## src/rtl/rca_pkg.sv

```systemverilog
// rtl/rca_pkg.sv - shared ripple-carry adder result width and packed result type
package rca_pkg;

    localparam int RCA_W = 4;

    typedef struct packed {
        logic             cout;
        logic [RCA_W-1:0] sum;
    } rca_result_t;

endpackage

```

## src/rtl/rca_result_fifo.sv

```systemverilog
// rtl/rca_result_fifo.sv - in-order result storage with pointers and occupancy count
module rca_result_fifo
    import rca_pkg::*;
#(
    parameter int  DEPTH = 2,
    parameter type T     = rca_result_t
) (
    input  logic clk,
    input  logic rst_n,
    input  logic push,
    input  T     wr_data,
    input  logic pop,
    output T     rd_data,
    output logic full,
    output logic empty
);

    localparam int PTR_W = $clog2(DEPTH);
    localparam int CNT_W = PTR_W + 1;

    T                 mem_q [DEPTH];
    T                 mem_d [DEPTH];
    logic [PTR_W-1:0] wr_ptr_q, wr_ptr_d;
    logic [PTR_W-1:0] rd_ptr_q, rd_ptr_d;
    logic [CNT_W-1:0] count_q, count_d;

    // DEPTH is a power of two, so pointer wrap is plain binary overflow.
    always_comb begin
        mem_d    = mem_q;
        wr_ptr_d = wr_ptr_q;
        rd_ptr_d = rd_ptr_q;
        count_d  = count_q;
        if (push) begin
            mem_d[wr_ptr_q] = wr_data;
            wr_ptr_d        = wr_ptr_q + PTR_W'(1);
        end
        if (pop) begin
            rd_ptr_d = rd_ptr_q + PTR_W'(1);
        end
        if (push && !pop) begin
            count_d = count_q + CNT_W'(1);
        end else if (pop && !push) begin
            count_d = count_q - CNT_W'(1);
        end
    end

    always_ff @(posedge clk or negedge rst_n) begin
        if (!rst_n) begin
            for (int i = 0; i < DEPTH; i++) begin
                mem_q[i] <= '0;
            end
            wr_ptr_q <= '0;
            rd_ptr_q <= '0;
            count_q  <= '0;
        end else begin
            mem_q    <= mem_d;
            wr_ptr_q <= wr_ptr_d;
            rd_ptr_q <= rd_ptr_d;
            count_q  <= count_d;
        end
    end

    // Head entry is always shown; it reads as zero after reset because storage is cleared.
    assign rd_data = mem_q[rd_ptr_q];
    assign full    = (count_q == CNT_W'(DEPTH));
    assign empty   = (count_q == '0);

endmodule

```

## src/rtl/rca_result_buffer.sv

```systemverilog
// rtl/rca_result_buffer.sv - registered adder result stage with handshakes and saturating overflow count
module rca_result_buffer
    import rca_pkg::*;
#(
    parameter int DEPTH = 2,
    parameter int OVF_W = 8
) (
    input  logic             clk,
    input  logic             rst_n,
    input  logic             in_valid,
    output logic             in_ready,
    input  logic [RCA_W-1:0] sum_in,
    input  logic             cout_in,
    output logic             res_valid,
    input  logic             res_ready,
    output logic [RCA_W-1:0] res_sum,
    output logic             res_cout,
    output logic [OVF_W-1:0] ovf_count,
    input  logic             clr_ovf
);

    logic        full;
    logic        empty;
    logic        push;
    logic        pop;
    rca_result_t wr_data;
    rca_result_t rd_data;
    logic [OVF_W-1:0] ovf_q, ovf_d;

    // in_ready depends only on registered occupancy; a pop while full frees
    // the slot for the following cycle, never the same one.
    assign in_ready  = !full;
    assign res_valid = !empty;
    assign push      = in_valid && in_ready;
    assign pop       = res_valid && res_ready;
    assign wr_data   = '{cout: cout_in, sum: sum_in};

    rca_result_fifo #(
        .DEPTH (DEPTH),
        .T     (rca_result_t)
    ) u_fifo (
        .clk     (clk),
        .rst_n   (rst_n),
        .push    (push),
        .wr_data (wr_data),
        .pop     (pop),
        .rd_data (rd_data),
        .full    (full),
        .empty   (empty)
    );

    assign res_sum  = rd_data.sum;
    assign res_cout = rd_data.cout;

    // Clear has priority over a same-cycle increment; the count sticks at all-ones.
    always_comb begin
        ovf_d = ovf_q;
        if (clr_ovf) begin
            ovf_d = '0;
        end else if (push && cout_in && (ovf_q != '1)) begin
            ovf_d = ovf_q + OVF_W'(1);
        end
    end

    always_ff @(posedge clk or negedge rst_n) begin
        if (!rst_n) begin
            ovf_q <= '0;
        end else begin
            ovf_q <= ovf_d;
        end
    end

    assign ovf_count = ovf_q;

endmodule

```

## config.mk

```make
export PLATFORM = sky130hd
export DESIGN_NAME = rca_result_buffer
export DESIGN_NICKNAME = d
export VERILOG_FILES = /design/src/rtl/rca_pkg.sv /design/src/rtl/rca_result_fifo.sv /design/src/rtl/rca_result_buffer.sv
export SDC_FILE = /design/constraint.sdc
export NUM_CORES = 1
export LEC_CHECK = 0
export CORE_AREA = 2 2 70 52
export CTS_CLUSTER_SIZE = 14
export DETAILED_ROUTE_END_ITERATION = 6
export DIE_AREA = 0 0 72 54
export PLACE_DENSITY = 0.57
export RECOVER_POWER = 50
export SLEW_MARGIN = 10
export SYNTH_ARGS = -nofsm -noshare
export SYNTH_HDL_FRONTEND = slang
export SYNTH_SLANG_ARGS = --single-unit
```

## constraint.sdc

```tcl
create_clock -name clk -period 1.9 [get_ports clk]
set_clock_uncertainty 0.2 [all_clocks]
set_input_delay 0.19 -clock clk [delete_from_list [all_inputs] [get_ports clk]]
set_output_delay 0.19 -clock clk [all_outputs]
set_load 0.1 [all_outputs]
```

==> run summary <==
* count of cell types in the netlist: 31
* Critical Path End Type: flip-flop
* via count of the first global-routing pass: 797
* Internal Pwr Total: 1.53 mW
* setup repair after global routing missed its margin: false
* number of gates given a new drive strength after cts: 0
* post-detailed-route count of antenna-violating nets: 0
* clock sinks: 22
* CTS Buffer Depth: 2
* area post-placement: 0.00158 sq mm
* worst min-delay path class: in -> async
* Area Overhead vs Synth: 48.4%
* type of the worst setup path: reg -> reg
* Comb pwr share: 64.1%
* crit path max fanout: 5
* number of nets in the synthesized netlist: 104
* 1st-iter DRT viols: 14
* wire length of the first global-routing pass: 3910 microns
* final cycle utilization of the critical path: 96.0%
* share of total power in sequential cells: 26.0%
* Filler Cells Inserted: 298
* sequential area share after synthesis: 50.5%
* net switching component of the power: 1.38 mW
* Die Width: 72 microns
* final max-slew violation count: 0
* I/O pin cnt: 25
* DRC violation count after routing: 0
* Worst EP arrival: 1.77 ns
* drt via density: 5.18
* run status: completed
* post-layout instance area: 0.00162 sq mm
* Gate Count Post-Synth: 92
* total iterations of the first detailed-routing run: 4
* H-tree level count: 1
* transition time at the pin with the least slew margin: 0.362 ns
* switching fraction of total power: 47.4%
* final critical path time including I/O delays and setup: 1.82 ns
* synthesized area: 0.00109 sq mm
* cell chosen for the clock root: sky130_fd_sc_hd__clkbuf_8
* initial cell density of the core: 32.9%
* PwrDens: 1800 mW/mm^2
* post-layout total power: 2.92 mW
* initial antenna violation count: 0
* number of hold-slack violations in the final timing report: 0
* setup_tns: 0 ns
* nets: 135
* most used cells in the layout excluding fill and tap cells: sky130_fd_sc_hd__dfrtp_1, sky130_fd_sc_hd__mux2_2, sky130_fd_sc_hd__buf_12, sky130_fd_sc_hd__clkdlybuf4s50_1
* leakage power total: 0.654 nW
* later-pin clock latency in the skew report: 0.26 ns
* Peak Freq: 0.548 GHz
* mean cell area of the mapped netlist: 11.8 sq um
* CTS tree: built
* post-DP HPWL: 1790 microns
* #FFs+latches synth: 22
* worst path required time: 1.85 ns
* clock-pin slew reported for the worst setup and hold paths after clock tree synthesis: 0.08 ns
* via count: 839
* area of the multi-input gates: 528 sq um
* overall die height: 54 microns
* total core area: 0.00331 sq mm
* Peak VDD IR: 1.17 mV
* warning count from the yosys run: 0
* TritonCTS buffer count: 3
* buffers inserted by post-CTS timing repair: 0
* Final Wtd Congestion: 0.788
* WL final: 2330 microns
* total global routing overflow: 0
* combined flip-flop and latch cell area: 559 sq um
* proportion of power drawn by the clock network: 9.9%
* Global Route Usage Sum: 14.0%
* Total Die Area: 0.00389 sq mm
* maximum number of pins on one net before global-route repair: 23
* num rows: 18
* most frequent standard cell in the layout excluding fill and tap cells: sky130_fd_sc_hd__dfrtp_1
* Worst Setup Start Kind: flip-flop
* routed length per placed instance: 14.4 microns
* number of placed instances, taps included: 158
* ant diodes: 0
* number of I/O port buffers: 24
* Final Non-Filler Cells: 162
* layout cells sized above 1: 38.5%
* # hold bufs at CTS: 0
* total of endpoints with negative setup slack in the final report: 0
* max cap viols: 0
* headroom to the max-slew limit: 75.8%
[cell families (layout without fill, tap and decap cells)]
logic type / after synthesis / in the layout / synth area share (%)
compound gates: 12 / 12 / 6.89
xor+xnor: 5 / 5 / 4.02
fa+ha+maj: 2 / 2 / 2.30
buf+inv: 5 / 35 / 2.41
flops: 22 / 22 / 50.5
mux: 17 / 17 / 17.6
simple gates: 29 / 29 / 16.3
[metrics by stage]
step | hold slack, ns | setup slack (ns) | utilization (%)
after floorplan | -0.306 | -0.0173 | -
after CTS | 0.0829 | 0.0859 | 49.1
after global placement | 0.281 | 0.0273 | 47.7
final | 0.145 | 0.0767 | 48.9
after global routing | 0.182 | 0.0211 | 48.9
after detailed placement | 0.288 | -0.0347 | 47.7
[flip-flops by register name, indices dropped and copies added (netlist names)]
name / flops
u_fifo.count_q: 2
ovf_count: 8
u_fifo.mem_q: 10
u_fifo.rd_ptr_q: 1
u_fifo.wr_ptr_q: 1
[critical path: stages, from the launching register on]
cell and delay, ns:
sky130_fd_sc_hd__dfrtp_4 0.52, sky130_fd_sc_hd__ha_4 0.20, sky130_fd_sc_hd__nand3_1 0.09, sky130_fd_sc_hd__nor2_2 0.06
sky130_fd_sc_hd__nor4_1 0.29, sky130_fd_sc_hd__mux2_1 0.36
[per-layer routing]
metal  vias up  track usage, %  wire length (microns)
met2        29            20.5                   1070
met4         0            6.60                     38
met3         4            4.68                    117
li1        395               -                      -
met5         -               0                      0
met1       411            18.7                   1110
[cells in the mapped netlist (all sizes together)]
cell	instances	area, sq um
a211oi	1	7.51
a21oi	5	25.0
a41oi	1	8.76
and3	1	7.51
buf	2	15.0
clkbuf	1	3.75
dfrtp	22	551
ha	2	25.0
inv	2	7.51
mux2	17	191
nand2	4	15.0
nand2b	1	13.8
nand3	6	42.5
nand3b	1	7.51
nand4	1	6.26
nor2	5	21.3
nor2b	2	12.5
nor3	1	5.00
nor4	2	12.5
o21ai	2	10.0
o31ai	2	15.0
o41ai	1	8.76
or2	1	6.26
or3	2	12.5
or4	2	15.0
xnor2	3	26.3
xor2	2	17.5
[path summary, 6_finish.rpt]
path,start,slack [ns],cells past startpoint,to
max reg2reg,ovf_count[1],0.08,5,ovf_count[7]
max in group asynchronous,rst_n,1.11,2,ovf_count[1]
min reg2reg,u_fifo.wr_ptr_q,0.29,1,u_fifo.wr_ptr_q
max,ovf_count[1],0.08,5,ovf_count[7]
min in group clk,u_fifo.wr_ptr_q,0.29,1,u_fifo.wr_ptr_q
min,rst_n,0.15,2,ovf_count[7]
[power by group through the flow]
stage / registers [mW] / logic (mW) / clock network [mW]
final: 0.758 / 1.87 / 0.289
after global routing: 0.791 / 1.95 / 0.329
after CTS: 0.763 / 1.89 / 0.308
after detailed placement: 0.772 / 1.88 / 0
after global placement: 0.755 / 1.86 / 0
after floorplan: 0.750 / 1.25 / 0
[layout make-up]
| cell class | instances | share of cell area, % |
|---|---|---|
| timing repair buffer | 29 | 26.5 |
| tap | 40 | 3.09 |
| clock buffer | 4 | 2.78 |
| inverter | 2 | 0.464 |
| sequential | 22 | 34.6 |
| multi-input combinational | 65 | 32.6 |
(Power assumes the default switching activity.)
==> RTL change 1, RTL diff (config.mk and constraints unchanged) <==
`RCA_W`: 4 -> 6.
--- a/src/rtl/rca_pkg.sv
+++ b/src/rtl/rca_pkg.sv
@@ -1,7 +1,7 @@
 // rtl/rca_pkg.sv - shared ripple-carry adder result width and packed result type
 package rca_pkg;
 
-    localparam int RCA_W = 4;
+    localparam int RCA_W = 6;
 
     typedef struct packed {
         logic             cout;
Interface: changed (resized res_sum and sum_in); port bits go from 25 to 29. The function was not compared with the original's and may differ.
==> RTL change 1 against the original RTL <==
- worst hold slack better by 0.11 ns
- wire length grew 10%
- critical path type unchanged
- highest routed layer unchanged
- synthesized area increased by 12%
- setup slack better by 0.036 ns
- synthesized cell count increased by 6.5%
- sequential cell count up 4
- critical endpoint is now ovf_count[5]
- final area increased by 15%
Power is left out: the tool's default activity adds up to more than one toggle a clock period on the data nets, which glitch-free logic cannot reach.
==> RTL change 1: results (changes against the original RTL) <==
GRT
  – Aggregate global-route resource usage: 0.154 (+0.0143)
  – First-pass GRT wire length: 4390 um (+12%)
  – Vias in the first global route: 923 (+16%)
  – Pin count of the biggest net entering global routing: 27 (+17%)

Synth
  – Share of the yosys chip area belonging to registers: 0.533 (+0.0276)
  – Flip-flop cell with the highest count after synthesis: dfrtp_1
  – Ranking of synthesized cells by area: dfrtp_1 53%, mux2_2 19%, a21oi_1 2.5%
  – Async S/R FF share, synth: 1.00 (unchanged)
  – Number of standard cells after synthesis: 98 (+6.5%)
  – Most used standard cells in the synthesized netlist: 26 x dfrtp_1, 21 x mux2_2, 6 x a21oi_1
  – Net Count, Synth: 112 (+7.7%)
  – Library cells used by synthesis: 25 (-19%)

CTS
  – Clock edge transition at the registers on the reported setup and hold paths: 0.09 ns
  – Clock Tree Buf Depth: 2 (unchanged)

STA
  – Max Freq: 560 MHz (+2.0%)
  – Slew HR: 0.573 (-0.185)

Setup path
  – Reg-to-reg slack, setup: 0.11 ns (+0.04 ns)
  – Reg-to-reg endpoint: ovf_count[5]
  – Critical Path AT: 1.78 ns
  – CP Max Fanout: 8 (+3)

Placement
  – Cell area after placement: 1800 um2 (+14%)
  – Worst slack, placed: -0.0320 ns (+0.00277 ns)
  – Half-perimeter wire length of the detailed placement result: 2000 um (+12%)
  – PortBufs: 28 (+17%)
  – Routability congestion estimate: 0.656 (-17%)

Layout
  – Flip-flop count of the largest register, all copies and words added: 14 (+4)
  – Layout cells sized above 1: 0.418 (+0.0327)
  – Final Non-Filler Cells: 174 (+7.4%)
  – Final-layout fill cell count: 272 (-8.7%)
  – Final-stage net count: 149 (+10%)

Drt
  – Vias after detailed routing: 891 (+6.2%)
  – Starting DRT DRC Count: 57 (+43)
  – Sum of routed wire length over all layers: 2560 um (+10%)
  – Number of iterations in the first detailed-routing pass: 4 (unchanged)

Outcome
  – Outcome: finished, final reports clean
-- RTL change 1: changes by cell type after synthesis, moves of 2 or more --
cell / unedited run / this run
nor4_1: 2 / 0
nand3_1: 5 / 3
mux2_2: 15 / 21
mux2_1: 2 / 0
dfrtp_1: 22 / 26
nor2b_1: 2 / 0
-- RTL change 1: worst max path at each step --
stage | end | cells after the start | from
floorplan | ovf_count[5] | 5 | ovf_count[1]
global placement | ovf_count[6] | 5 | cout_in
detailed placement | ovf_count[6] | 5 | cout_in
CTS | res_sum[0] | 2 | u_fifo.rd_ptr_q
global route | ovf_count[5] | 5 | ovf_count[1]
finish | ovf_count[5] | 5 | ovf_count[1]
-- RTL change 1: per-layer routing --
metal  up-vias  GRT usage  wire length (um)
met4         0     0.0472                48
li1        427          -                 -
met5         -          0                 0
met3         7     0.0393                78
met2        20      0.281              1300
met1       437      0.183              1130
-- RTL change 1: repair_timing --
action                                  4_1_cts  5_1_grt
endpoints found under the setup margin        0        2
setup buffers                                 0        1
gates resized for setup                       0        1
-- RTL change 1: logic make-up after synthesis --
kind of cell             Yosys count  synth area share
buffers and inverters              5            0.0215
adder cells (fa/ha/maj)            2            0.0205
AND/OR/NAND/NOR                   24             0.108
AO/OA/AOI/OAI                     13            0.0727
XOR/XNOR                           6            0.0430
flip-flops                        26             0.533
multiplexers                      22             0.202
-- RTL change 1: critical path: stages (launching register included) --
cell	delay, ns
dfrtp_4	0.52
ha_4	0.18
nand3_2	0.11
o211ai_4	0.13
or4_1	0.41
a21oi_1	0.18
-- RTL change 1: layout make-up --
| cell class | count | area [um2] | area share |
|---|---|---|---|
| Sequential cell | 26 | 659 | 0.354 |
| Multi-Input combinational cell | 67 | 562 | 0.302 |
| Timing Repair Buffer | 35 | 513 | 0.275 |
| Tap cell | 40 | 50.0 | 0.0269 |
| Clock buffer | 3 | 41.3 | 0.0222 |
| Clock inverter | 1 | 30.0 | 0.0161 |
| Inverter | 2 | 7.51 | 0.00403 |
-- RTL change 1: stage by stage --
step / hold WS, ns / util / setup TNS [ns]
after CTS: 0.0766 / 0.564 / 0
after global routing: 0.316 / 0.563 / 0
after floorplan: -0.306 / - / 0
final: 0.254 / 0.563 / 0
after global placement: 0.273 / 0.542 / 0
after detailed placement: 0.295 / 0.542 / -0.0575
==> RTL change 2, RTL diff (same flow settings) <==
Without the edit above. Put one more register stage on the output `ovf_count`, with the module's reset. The value now appears one clock later. The other outputs are not delayed to match.
--- a/src/rtl/rca_result_buffer.sv
+++ b/src/rtl/rca_result_buffer.sv
@@ -70,7 +70,13 @@
         end
     end
 
-    assign ovf_count = ovf_q;
+    always_ff @(posedge clk or negedge rst_n) begin
+        if (!rst_n) begin
+            ovf_count <= '0;
+        end else begin
+            ovf_count <= ovf_q;
+        end
+    end
 
 endmodule
 
Formal check against the unedited RTL: not equivalent (Yosys sat finds a counterexample within 4 cycles, from zero or initial values and one cycle with rst_n low).
==> RTL change 2 against the original RTL <==
- wire length increased by 8.6%
- final area increased by 11%
- sequential cell count increased by 8
- synthesized cell count increased by 5.4%
- total power increased by 15%
- clock power increased by 77%
- combinational power increased by 3%
- setup slack got worse by 0.029 ns
- synthesized area increased by 16%
- critical path depth increased by 1
==> RTL change 2: results (changes against the original RTL) <==
Drt
  – Average routed wire per standard cell: 14.3 um (-0.57%)
  – Met1 wire length: 1220 um (+9.9%)
  – Vias after detailed routing: 877 (+4.5%)

Setup path
  – Slowest cell on crit path: o2111ai_4
  – Slowest stage delay, CP: 0.36 ns (-0.16 ns)
  – Critical Path AT: 1.80 ns (+0.03 ns)
  – CP Max Fanout: 6 (+1)

Placement
  – Count of placed standard cells including taps: 167 (+5.7%)
  – Cell area after placement: 1660 um2 (+4.8%)
  – Worst slack, placed: 0.000267 ns (+0.0350 ns)
  – Half-perimeter wire length of the detailed placement result: 1740 um (-2.7%)

GRT
  – Aggregate global-route resource usage: 0.133 (-0.00658)
  – First-pass GRT wire length: 3660 um (-6.2%)
  – Vias in the first global route: 758 (-4.9%)
  – GRT met2 Usage: 0.196 (-0.00926)
  – Pin count of the biggest net entering global routing: 31 (+35%)

Synth
  – Net Count, Synth: 109 (+4.8%)
  – Post-Synth Adder-Cell Area: 0.0198 (-0.00316)
  – Post-Synth XOR/XNOR Area: 0.0416 (+0.00140)
  – Number of standard cells after synthesis: 97 (+5.4%)
  – Synthesized-area fraction occupied by ao, oa, aoi and oai cells: 0.0564 (-0.0125)
  – Share of the yosys chip area belonging to registers: 0.594 (+0.0889)

Layout
  – Layout cells sized above 1: 0.416 (+0.0308)

Outcome
  – Outcome: finished, final reports clean

CTS
  – H-tree depth reported by CTS: 2 (+1)
  – Clock latency of the later-clocked register in the worst-skew pair: 0.28 ns (+0.02 ns)
  – Count of instances resized after the clock tree is built: 1 (+1)
  – Clock edge transition at the registers on the reported setup and hold paths: 0.06 ns (-0.02 ns)

Pwr
  – Internal power of the cells: 1.86 mW (+21%)
  – Power dissipated in sequential cells: 0.920 mW (+21%)
  – Static leakage: 0.793 nW (+21%)

Worst hold path
  – Class of the tightest hold or removal check: register to register

STA
  – Transition time at the pin with the least slew margin: 0.718 ns (+0.356 ns)
RTL change 2: cell count changes in the layout (fill, tap and decap cells not counted), sizes merged, moves of 2 or more:
cell and delta:
nand3 -2, buf +3, clkbuf +5, nor2b -2, o2111ai +2, dfrtp +8
RTL change 2: cell type report:
type	count	area [um2]
flip-flops and latches	30	751
clock buffers	7	86.3
well taps	40	50.0
repair buffers	34	363
multi-input cells	62	524
fillers	285	1520
clock inverters	1	5.00
inverters	3	11.3
RTL change 2: path summary, 6_finish.rpt:
path / slack (ns) / depth (start not counted) / from / end
max: 0.05 / 6 / ovf_q[0] / ovf_q[1]
min: 0.24 / 0 / ovf_q[7] / ovf_count[7]
max reg2reg: 0.05 / 6 / ovf_q[0] / ovf_q[1]
min reg2reg: 0.24 / 0 / ovf_q[7] / ovf_count[7]
max in group asynchronous: 0.75 / 2 / rst_n / u_fifo.mem_q[9]
min in group asynchronous: 0.29 / 2 / rst_n / ovf_q[3]
